<file path="config.mk">
export PLATFORM = sky130hd
export DESIGN_NAME = arm7tdmi_prefetch_buffer
export DESIGN_NICKNAME = d
export VERILOG_FILES = /design/src/rtl/arm7tdmi_prefetch_buffer.sv
export SDC_FILE = /design/constraint.sdc
export NUM_CORES = 1
export LEC_CHECK = 0
export CAP_MARGIN = 20
export CORE_MARGIN = 1
export CORE_UTILIZATION = 57
export DETAILED_ROUTE_END_ITERATION = 16
export DONT_BUFFER_PORTS = 1
export HOLD_SLACK_MARGIN = 0.06
export PLACE_DENSITY = 0.79
export SYNTH_ARGS = -nofsm -noshare
export SYNTH_HDL_FRONTEND = slang
export SYNTH_SLANG_ARGS = --single-unit
</file>
<file path="constraint.sdc">
create_clock -name clk -period 3.4 [get_ports clk]
set_input_delay 0.85 -clock clk [delete_from_list [all_inputs] [get_ports clk]]
set_output_delay 0.85 -clock clk [all_outputs]
set_load 0.02 [all_outputs]
</file>
<file path="src/rtl/arm7tdmi_prefetch_buffer.sv">
// Instruction prefetch buffer: issues sequential word fetches and queues {instr, pc}
// pairs for decode. A flush empties the queue and restarts fetching at a new PC.
module arm7tdmi_prefetch_buffer #(
  parameter int          DEPTH    = 4,
  parameter logic [31:0] RESET_PC = 32'h0000_0000
) (
  input  logic        clk,
  input  logic        rst_n,
  input  logic        flush,
  input  logic [31:0] flush_pc,
  input  logic        halt,
  output logic [31:0] mem_addr,
  output logic        mem_re,
  input  logic [31:0] mem_rdata,
  input  logic        mem_ready,
  output logic [31:0] instr,
  output logic [31:0] instr_pc,
  output logic        instr_valid,
  input  logic        instr_ready
);

  localparam int            AW   = $clog2(DEPTH);
  localparam int            CW   = AW + 1;
  localparam logic [CW-1:0] FULL = CW'(DEPTH);

  typedef enum logic {
    IDLE = 1'b0,
    REQ  = 1'b1
  } state_t;

  state_t        r_state;
  state_t        w_state_next;
  logic [31:0]   r_fetch_pc;
  logic [CW-1:0] r_count;
  logic [AW-1:0] r_wr_ptr;
  logic [AW-1:0] r_rd_ptr;
  logic [31:0]   r_fifo_instr [DEPTH];
  logic [31:0]   r_fifo_pc    [DEPTH];

  logic          w_accept;
  logic          w_pop;
  logic          w_room;
  logic [CW-1:0] w_count_next;
  logic          w_unused_flush_pc_lsbs;

  // Flush wins over an in-flight response: its data is dropped and no pop is taken.
  assign w_accept     = (r_state == REQ) & mem_ready & ~flush;
  assign instr_valid  = (r_count != '0) & ~flush;
  assign w_pop        = instr_valid & instr_ready;
  assign w_count_next = r_count + CW'(w_accept) - CW'(w_pop);
  assign w_room       = (w_count_next < FULL);

  assign w_unused_flush_pc_lsbs = ^flush_pc[1:0];

  // NOTE: sequential state uses non-blocking assignments so every register samples
  // pre-edge values, independent of the order the always blocks are evaluated.
  always_ff @(posedge clk) begin
    if (!rst_n) r_state <= IDLE;
    else        r_state <= w_state_next;
  end

  // NOTE: w_state_next gets a default before the case so no path leaves it
  // unassigned, which would otherwise infer a latch.
  always_comb begin
    w_state_next = r_state;
    if (flush) begin
      w_state_next = IDLE;
    end else begin
      case (r_state)
        IDLE:    if (!halt && w_room) w_state_next = REQ;
        REQ:     if (w_accept) w_state_next = (!halt && w_room) ? REQ : IDLE;
        default: w_state_next = IDLE;
      endcase
    end
  end

  // Request outputs come straight from registers; no path from mem_ready.
  always_comb begin
    mem_re   = (r_state == REQ);
    mem_addr = r_fetch_pc;
  end

  always_ff @(posedge clk) begin
    if (!rst_n) begin
      r_fetch_pc <= RESET_PC;
      r_count    <= '0;
      r_wr_ptr   <= '0;
      r_rd_ptr   <= '0;
    end else if (flush) begin
      r_fetch_pc <= {flush_pc[31:2], 2'b00};
      r_count    <= '0;
      r_wr_ptr   <= '0;
      r_rd_ptr   <= '0;
    end else begin
      r_count <= w_count_next;
      if (w_accept) begin
        r_fetch_pc <= r_fetch_pc + 32'd4;
        r_wr_ptr   <= r_wr_ptr + AW'(1);
      end
      if (w_pop) r_rd_ptr <= r_rd_ptr + AW'(1);
    end
  end

  // NOTE: the entry storage is deliberately not reset; r_count alone decides which
  // entries are live, and leaving reset off lets the array map onto plain RAM/flops.
  always_ff @(posedge clk) begin
    if (w_accept) begin
      r_fifo_instr[r_wr_ptr] <= mem_rdata;
      r_fifo_pc[r_wr_ptr]    <= r_fetch_pc;
    end
  end

  assign instr    = r_fifo_instr[r_rd_ptr];
  assign instr_pc = r_fifo_pc[r_rd_ptr];

endmodule

</file>
======== Yosys cells after proc, flatten, opt, wreduce, memory -nomap -nowiden ========
Memory sizes are Yosys's and may differ from the RTL's. A register that Yosys moved wholly into a read port is not among the register bits.
Cells that the tools add are included.
word-level totals
  logic and storage cells ................. 37
  input port bits ......................... 70
  memories ................................ 2
  ROM bits ................................ 0
  bits in registers ....................... 40
  RAM bits ................................ 256
  output and inout port bits .............. 98
  latch bits .............................. 0
cells by class
  bitwise operators ....................... 7
  shift operators ......................... 0
  reduce and logical (&&, ||, !) cells .... 5
  equality and inequality tests ........... 0
  magnitude comparators ................... 1
  $add $sub $neg .......................... 5
  muxes and demuxes ....................... 11
  divide/modulo/power cells ............... 0
  multiply operators ...................... 0
memories
  name          words  bits a word  read ports  clocked after Yosys merged registers in  write ports  RTL line  text
  r_fifo_instr  4      32           1           1                                        1            37        logic [31:0] r_fifo_instr [DEPTH];
  r_fifo_pc     4      32           1           1                                        1            38        logic [31:0] r_fifo_pc [DEPTH];
operators by type and width
  kind                                            number
  2-to-1 mux 32 bit                               2
  adder 32 x 3 -> 32 bit (second input constant)  1
  2-to-1 mux 2 bit                                4
  adder 2 x 1 -> 2 bit (second input constant)    2
  AND 1 bit                                       4
  2-to-1 mux 1 bit                                4
  adder 3 x 1 -> 3 bit                            1
  < comparator 3 bit (second input constant)      1
  inverter 1 bit                                  3
  nonzero test 3 bit                              1
  subtractor 3 x 1 -> 3 bit                       1
  one-hot mux 1 bit (2 select lines)              1
  nonzero test 2 bit                              1
  OR reduction 2 bit                              1
  logical AND 1 bit                               1
  logical NOT 1 bit                               1

======== Longest topological paths before layout ========
  depth in word-level cells ............... 9
  depth in mapped cells ................... 13
  mapped depth without buffers ............ 11

======== Worst setup path after synthesis ========
No wires, ideal clock.
  path type ............................... input to register
  start point ............................. in mem_ready
  end point ............................... mem r_fifo_instr[0][0] (enable)
  stages .................................. 4
  setup time .............................. 0.427 ns
  path buffers ............................ 2
  data required time ...................... 2.973 ns
  path slack .............................. 0.090 ns
  arrival ................................. 2.883 ns
  path through ............................ buf_8 -> and2_1 -> clkbuf_1 -> and3_1
on the way
  cells in the longest elaborated chain, start to end .. 4
RTL lines
  item                                    RTL line  text
  start: declaration                      15        input logic mem_ready,
  AND 1 bit (2 in series)                 47        assign w_accept = (r_state == REQ) & mem_ready & ~flush;
  2-to-1 mux 1 bit                        107       if (w_accept) begin
  2-to-1 mux 1 bit (implied by the code)  108       r_fifo_instr[r_wr_ptr] <= mem_rdata;
  end: declaration                        37
No other way between the ends.

==> summary.md <==
| Metric | Value |
|---|---|
| Outcome | finished, final reports clean |
| Share of power burned in registers | between 50% and 60% |
| Setup repair after global routing missed its margin | false |
| Cells after Synth | 618 |
| Proportion of layout cells with a drive suffix above 1 | 20.03% |
| Final Setup Violations | 0 |
| Max Clk Rate | ~0.35 GHz |
| Nets | slightly above 700 |
| Final WS setup | roughly 530 ps |
| Filler Cell Count | approximately 1300 |
| Final count of hold timing violations | 0 |
| Critical path startpoint category | flop |
| Sw Ratio | 19.85% |
| Post-CTS Hold Buffers | 0 |
| # resized after CTS | 0 |
| Total Die Area | 20350 um2 |
| Fin Setup TNS | 0 ps |
| Clock tree skew after final layout | about 10 ps |
| Input/output buffers | 0 |
| Inst Count DP | 862 |
| Number of detailed-routing iterations run before antenna repair | 5 |
| Boundary pin count | 168 |
| Final count of pins violating max slew | 0 |
| DP Worst Slack | 578.0 ps |
| Post-synth top area share | 66.05% |
| Vias per Instance | approximately 6.3 |
| Clock-pin transition on the worst setup and hold timing paths | approximately 60 ps |
| Hpwl dp | around 14000 um |
| Layout overhead on the synthesized area | 11.72% |
| Placeable Area | just under 20000 um2 |
| Max Cap Viol | 0 |
| Critical path data arrival time | approximately 2000 ps |
| Crit Path Class | flop to output port |
| Data required time of the critical path | 2550 ps |
| # rows | 51 |
| Top area cells in the synthesized netlist | sky130_fd_sc_hd__edfxtp_1 (66%), sky130_fd_sc_hd__mux4_2 (12%), sky130_fd_sc_hd__dfxtp_1 (7.1%) |
| Wire length after detailed routing | roughly 22000 um |
| Number of global-route vias before repair | ~6000 |
| Leak | around 3.9 nW |
| Async set-reset flop share out of synthesis | 0% |
| Routed wire per std cell | roughly 24 um |
| Pin count of the biggest net entering global routing | 63 |
| Setup slack of the most critical reg-to-reg path | between 800 and 900 ps |
| Type of destination of the critical path | output port |
| Clock network fraction of total power | about 44% |
| Tightest hold margin | ~410 ps |
| Number of instances on the worst hold path | 0 |
| Min cycle time layout | ~2900 ps |
| Pwr/cell area | ~580 nW/um2 |
| Int Power | 5.836 mW |
| CTS tree | done |
| Share of the clock period used by the worst path | between 80% and 90% |
| Number of violations reported at the end of detailed-routing iteration 0 | 409 |
| Clock Sink Count | around 290 |
| Main synth FF type | sky130_fd_sc_hd__edfxtp_1 |
| Floorplan die width | 142.7 um |
| Via count of the routed design | 5748 |
| CTS buffer count | 29 |
| Residual overflow from global routing | 0 |
| Hold WC Path Type | primary input to flop |
| Synthesized area | 11280 um2 |
| Relative max-transition margin | between 30% and 40% |
| Crit path max fanout | 62 |
| Worst reg2reg path depth | 4 |
| Number of distinct library cells after synthesis | 52 |
| CTS H-tree lvls | 1 |
| Gp weighted congestion | between 0.8 and 0.9 |
| Net Switching | roughly 1.4 mW |
| Total GRT Usage | 22.51% |
| Total setup buffers inserted after CTS | 0 |
| Remaining DRCs | 0 |
| Yosys warns | 0 |
| Final cell count without fillers | roughly 900 |
| Synthesized flop and latch total | between 200 and 300 |
| Maximum root-to-sink buffer count | 3 |
| Slew of the pin with the lowest slew margin | roughly 960 ps |
| Insertion delay to the later sink of the worst-skew pair | 530 ps |
| EDFF count, synth | roughly 250 |
| Global-route wire length before repair | 34040 um |
| Number of nets still failing antenna checks after routing | 0 |
| Height of the die | around 140 um |
| Leading area contributor after synthesis | sky130_fd_sc_hd__edfxtp_1 |
| Worst ir drop on vdd | 0.3909 mV |
| Average instance area after synthesis | 18.25 um2 |
| Initial antenna violation count | 3 |
| Initial cell density of the core | 58.13% |
| Clock Root Buffer | sky130_fd_sc_hd__clkbuf_16 |
| Part of the Yosys area used for sequential elements | 73.15% |
| Combinational power share | 2.0% |
[Yosys cell counts, types with 2 or more instances]
cell	instances
sky130_fd_sc_hd__mux4_2	62
sky130_fd_sc_hd__a31o_2	2
sky130_fd_sc_hd__and4_1	3
sky130_fd_sc_hd__edfxtp_1	248
sky130_fd_sc_hd__inv_1	13
sky130_fd_sc_hd__a21oi_1	12
sky130_fd_sc_hd__nand2b_1	2
sky130_fd_sc_hd__a31oi_1	11
sky130_fd_sc_hd__a311oi_1	2
sky130_fd_sc_hd__nor3_1	7
sky130_fd_sc_hd__nand3_1	11
sky130_fd_sc_hd__o31ai_1	7
sky130_fd_sc_hd__and3_1	11
sky130_fd_sc_hd__ha_1	7
sky130_fd_sc_hd__buf_2	9
sky130_fd_sc_hd__clkbuf_1	21
sky130_fd_sc_hd__and2_1	2
sky130_fd_sc_hd__nor2_1	15
sky130_fd_sc_hd__or3_1	6
sky130_fd_sc_hd__nand2_1	23
sky130_fd_sc_hd__or4_1	7
sky130_fd_sc_hd__o221ai_1	2
sky130_fd_sc_hd__nand4_1	11
sky130_fd_sc_hd__xor2_1	2
sky130_fd_sc_hd__buf_4	5
sky130_fd_sc_hd__nor2b_1	2
sky130_fd_sc_hd__o21ai_0	24
sky130_fd_sc_hd__nor3b_1	2
sky130_fd_sc_hd__nor4_1	10
sky130_fd_sc_hd__xnor2_1	14
sky130_fd_sc_hd__dfxtp_1	40
sky130_fd_sc_hd__a211oi_1	5
[power groups by stage]
stage	logic, mW	clock network [mW]	registers [mW]
6_report	0.148	3.17	3.96
3_5_place_dp	0.147	0	4.04
3_3_place_gp	0.140	0	4.03
5_1_grt	0.162	3.34	3.97
4_1_cts	0.148	3.23	3.96
2_1_floorplan	0.111	0	4.02
[final timing paths]
kind / from / end
hold reg to reg: r_rd_ptr[1] / flop
hold / removal: mem_rdata[13] / r_fifo_instr[3][13]
setup reg to reg: mem_addr[5] / mem_addr[20]
setup / recovery: flop / instr_pc[12]
[layout by cell type (no fill, tap or decap), types with 3 or more instances in the layout]
master | netlist | routed
sky130_fd_sc_hd__a31oi_1 | 11 | 11
sky130_fd_sc_hd__diode_2 | 0 | 3
sky130_fd_sc_hd__nor3_1 | 7 | 7
sky130_fd_sc_hd__and3_4 | 0 | 4
sky130_fd_sc_hd__a21oi_1 | 12 | 12
sky130_fd_sc_hd__or4_1 | 7 | 7
sky130_fd_sc_hd__mux4_2 | 62 | 62
sky130_fd_sc_hd__inv_1 | 13 | 13
sky130_fd_sc_hd__dfxtp_1 | 40 | 38
sky130_fd_sc_hd__buf_4 | 5 | 9
sky130_fd_sc_hd__edfxtp_1 | 248 | 248
sky130_fd_sc_hd__a211oi_1 | 5 | 5
sky130_fd_sc_hd__and3_1 | 11 | 7
sky130_fd_sc_hd__o31ai_1 | 7 | 7
sky130_fd_sc_hd__bufinv_16 | 0 | 4
sky130_fd_sc_hd__and4_1 | 3 | 3
sky130_fd_sc_hd__o21ai_0 | 24 | 24
sky130_fd_sc_hd__nor2_1 | 15 | 15
sky130_fd_sc_hd__nor4_1 | 10 | 10
sky130_fd_sc_hd__nand2_1 | 23 | 23
sky130_fd_sc_hd__clkbuf_1 | 21 | 5
sky130_fd_sc_hd__nand4_1 | 11 | 11
sky130_fd_sc_hd__nand3_1 | 11 | 11
sky130_fd_sc_hd__buf_12 | 0 | 6
sky130_fd_sc_hd__clkbuf_16 | 0 | 29
sky130_fd_sc_hd__conb_1 | 1 | 4
sky130_fd_sc_hd__clkinv_1 | 1 | 7
sky130_fd_sc_hd__ha_1 | 7 | 7
sky130_fd_sc_hd__or3_1 | 6 | 6
sky130_fd_sc_hd__xnor2_1 | 14 | 14
[final cells by class]
type                    count  area, um2  share of cell area (%)
clock inverters            16      188.9                   1.500
inverters                  14      52.55                  0.4172
clock buffers              36      772.0                   6.128
well taps                 265      331.6                   2.632
multi-input cells         280       2801                   22.24
flip-flops and latches    288       8255                   65.53
repair buffers             15      187.7                   1.490
diodes                      3      7.507                 0.05959
[sequential cells by signal, summed over array words and instances, names as in the netlist, named ones only]
signal        flops
mem_re            1
r_fifo_instr    128
r_fifo_pc       120
r_rd_ptr          2
r_wr_ptr          2
mem_addr         30
r_count           3
[per-layer routing]
metal / vias up / routed length, um / track usage, %
met1: 2900 / 8622 / 28.46
met3: 44 / 2051 / 6.036
met4: 2 / 439 / 6.452
met2: 269 / 11250 / 38.39
met5: - / 13 / 0
li1: 2533 / - / -
[critical path: stages, from the launching register on]
cell                      delay [ps]
sky130_fd_sc_hd__dfxtp_4         350
sky130_fd_sc_hd__buf_12          360
sky130_fd_sc_hd__mux4_2          670
[through the flow]
| step | utilization (%) | area (um2) | total power [mW] |
|---|---|---|---|
| after floorplan | - | 11290 | 4.134 |
| after global placement | 59.95 | 11630 | 4.172 |
| after detailed placement | 59.95 | 11630 | 4.185 |
| after CTS | 64.90 | 12590 | 7.336 |
| after global routing | 64.93 | 12590 | 7.475 |
| final | 64.94 | 12600 | 7.281 |
[logic make-up after synthesis]
family	after synthesis	synth area share, %
XOR/XNOR	16	1.243
buffers and inverters	53	2.286
AO/OA/AOI/OAI	71	3.906
adder cells (fa/ha/maj)	8	0.9543
flip-flops	288	73.15
AND/OR/NAND/NOR	118	5.959
other	1	0.03326
multiplexers	63	12.47
No activity file was read; power rests on OpenSTA's default activity.
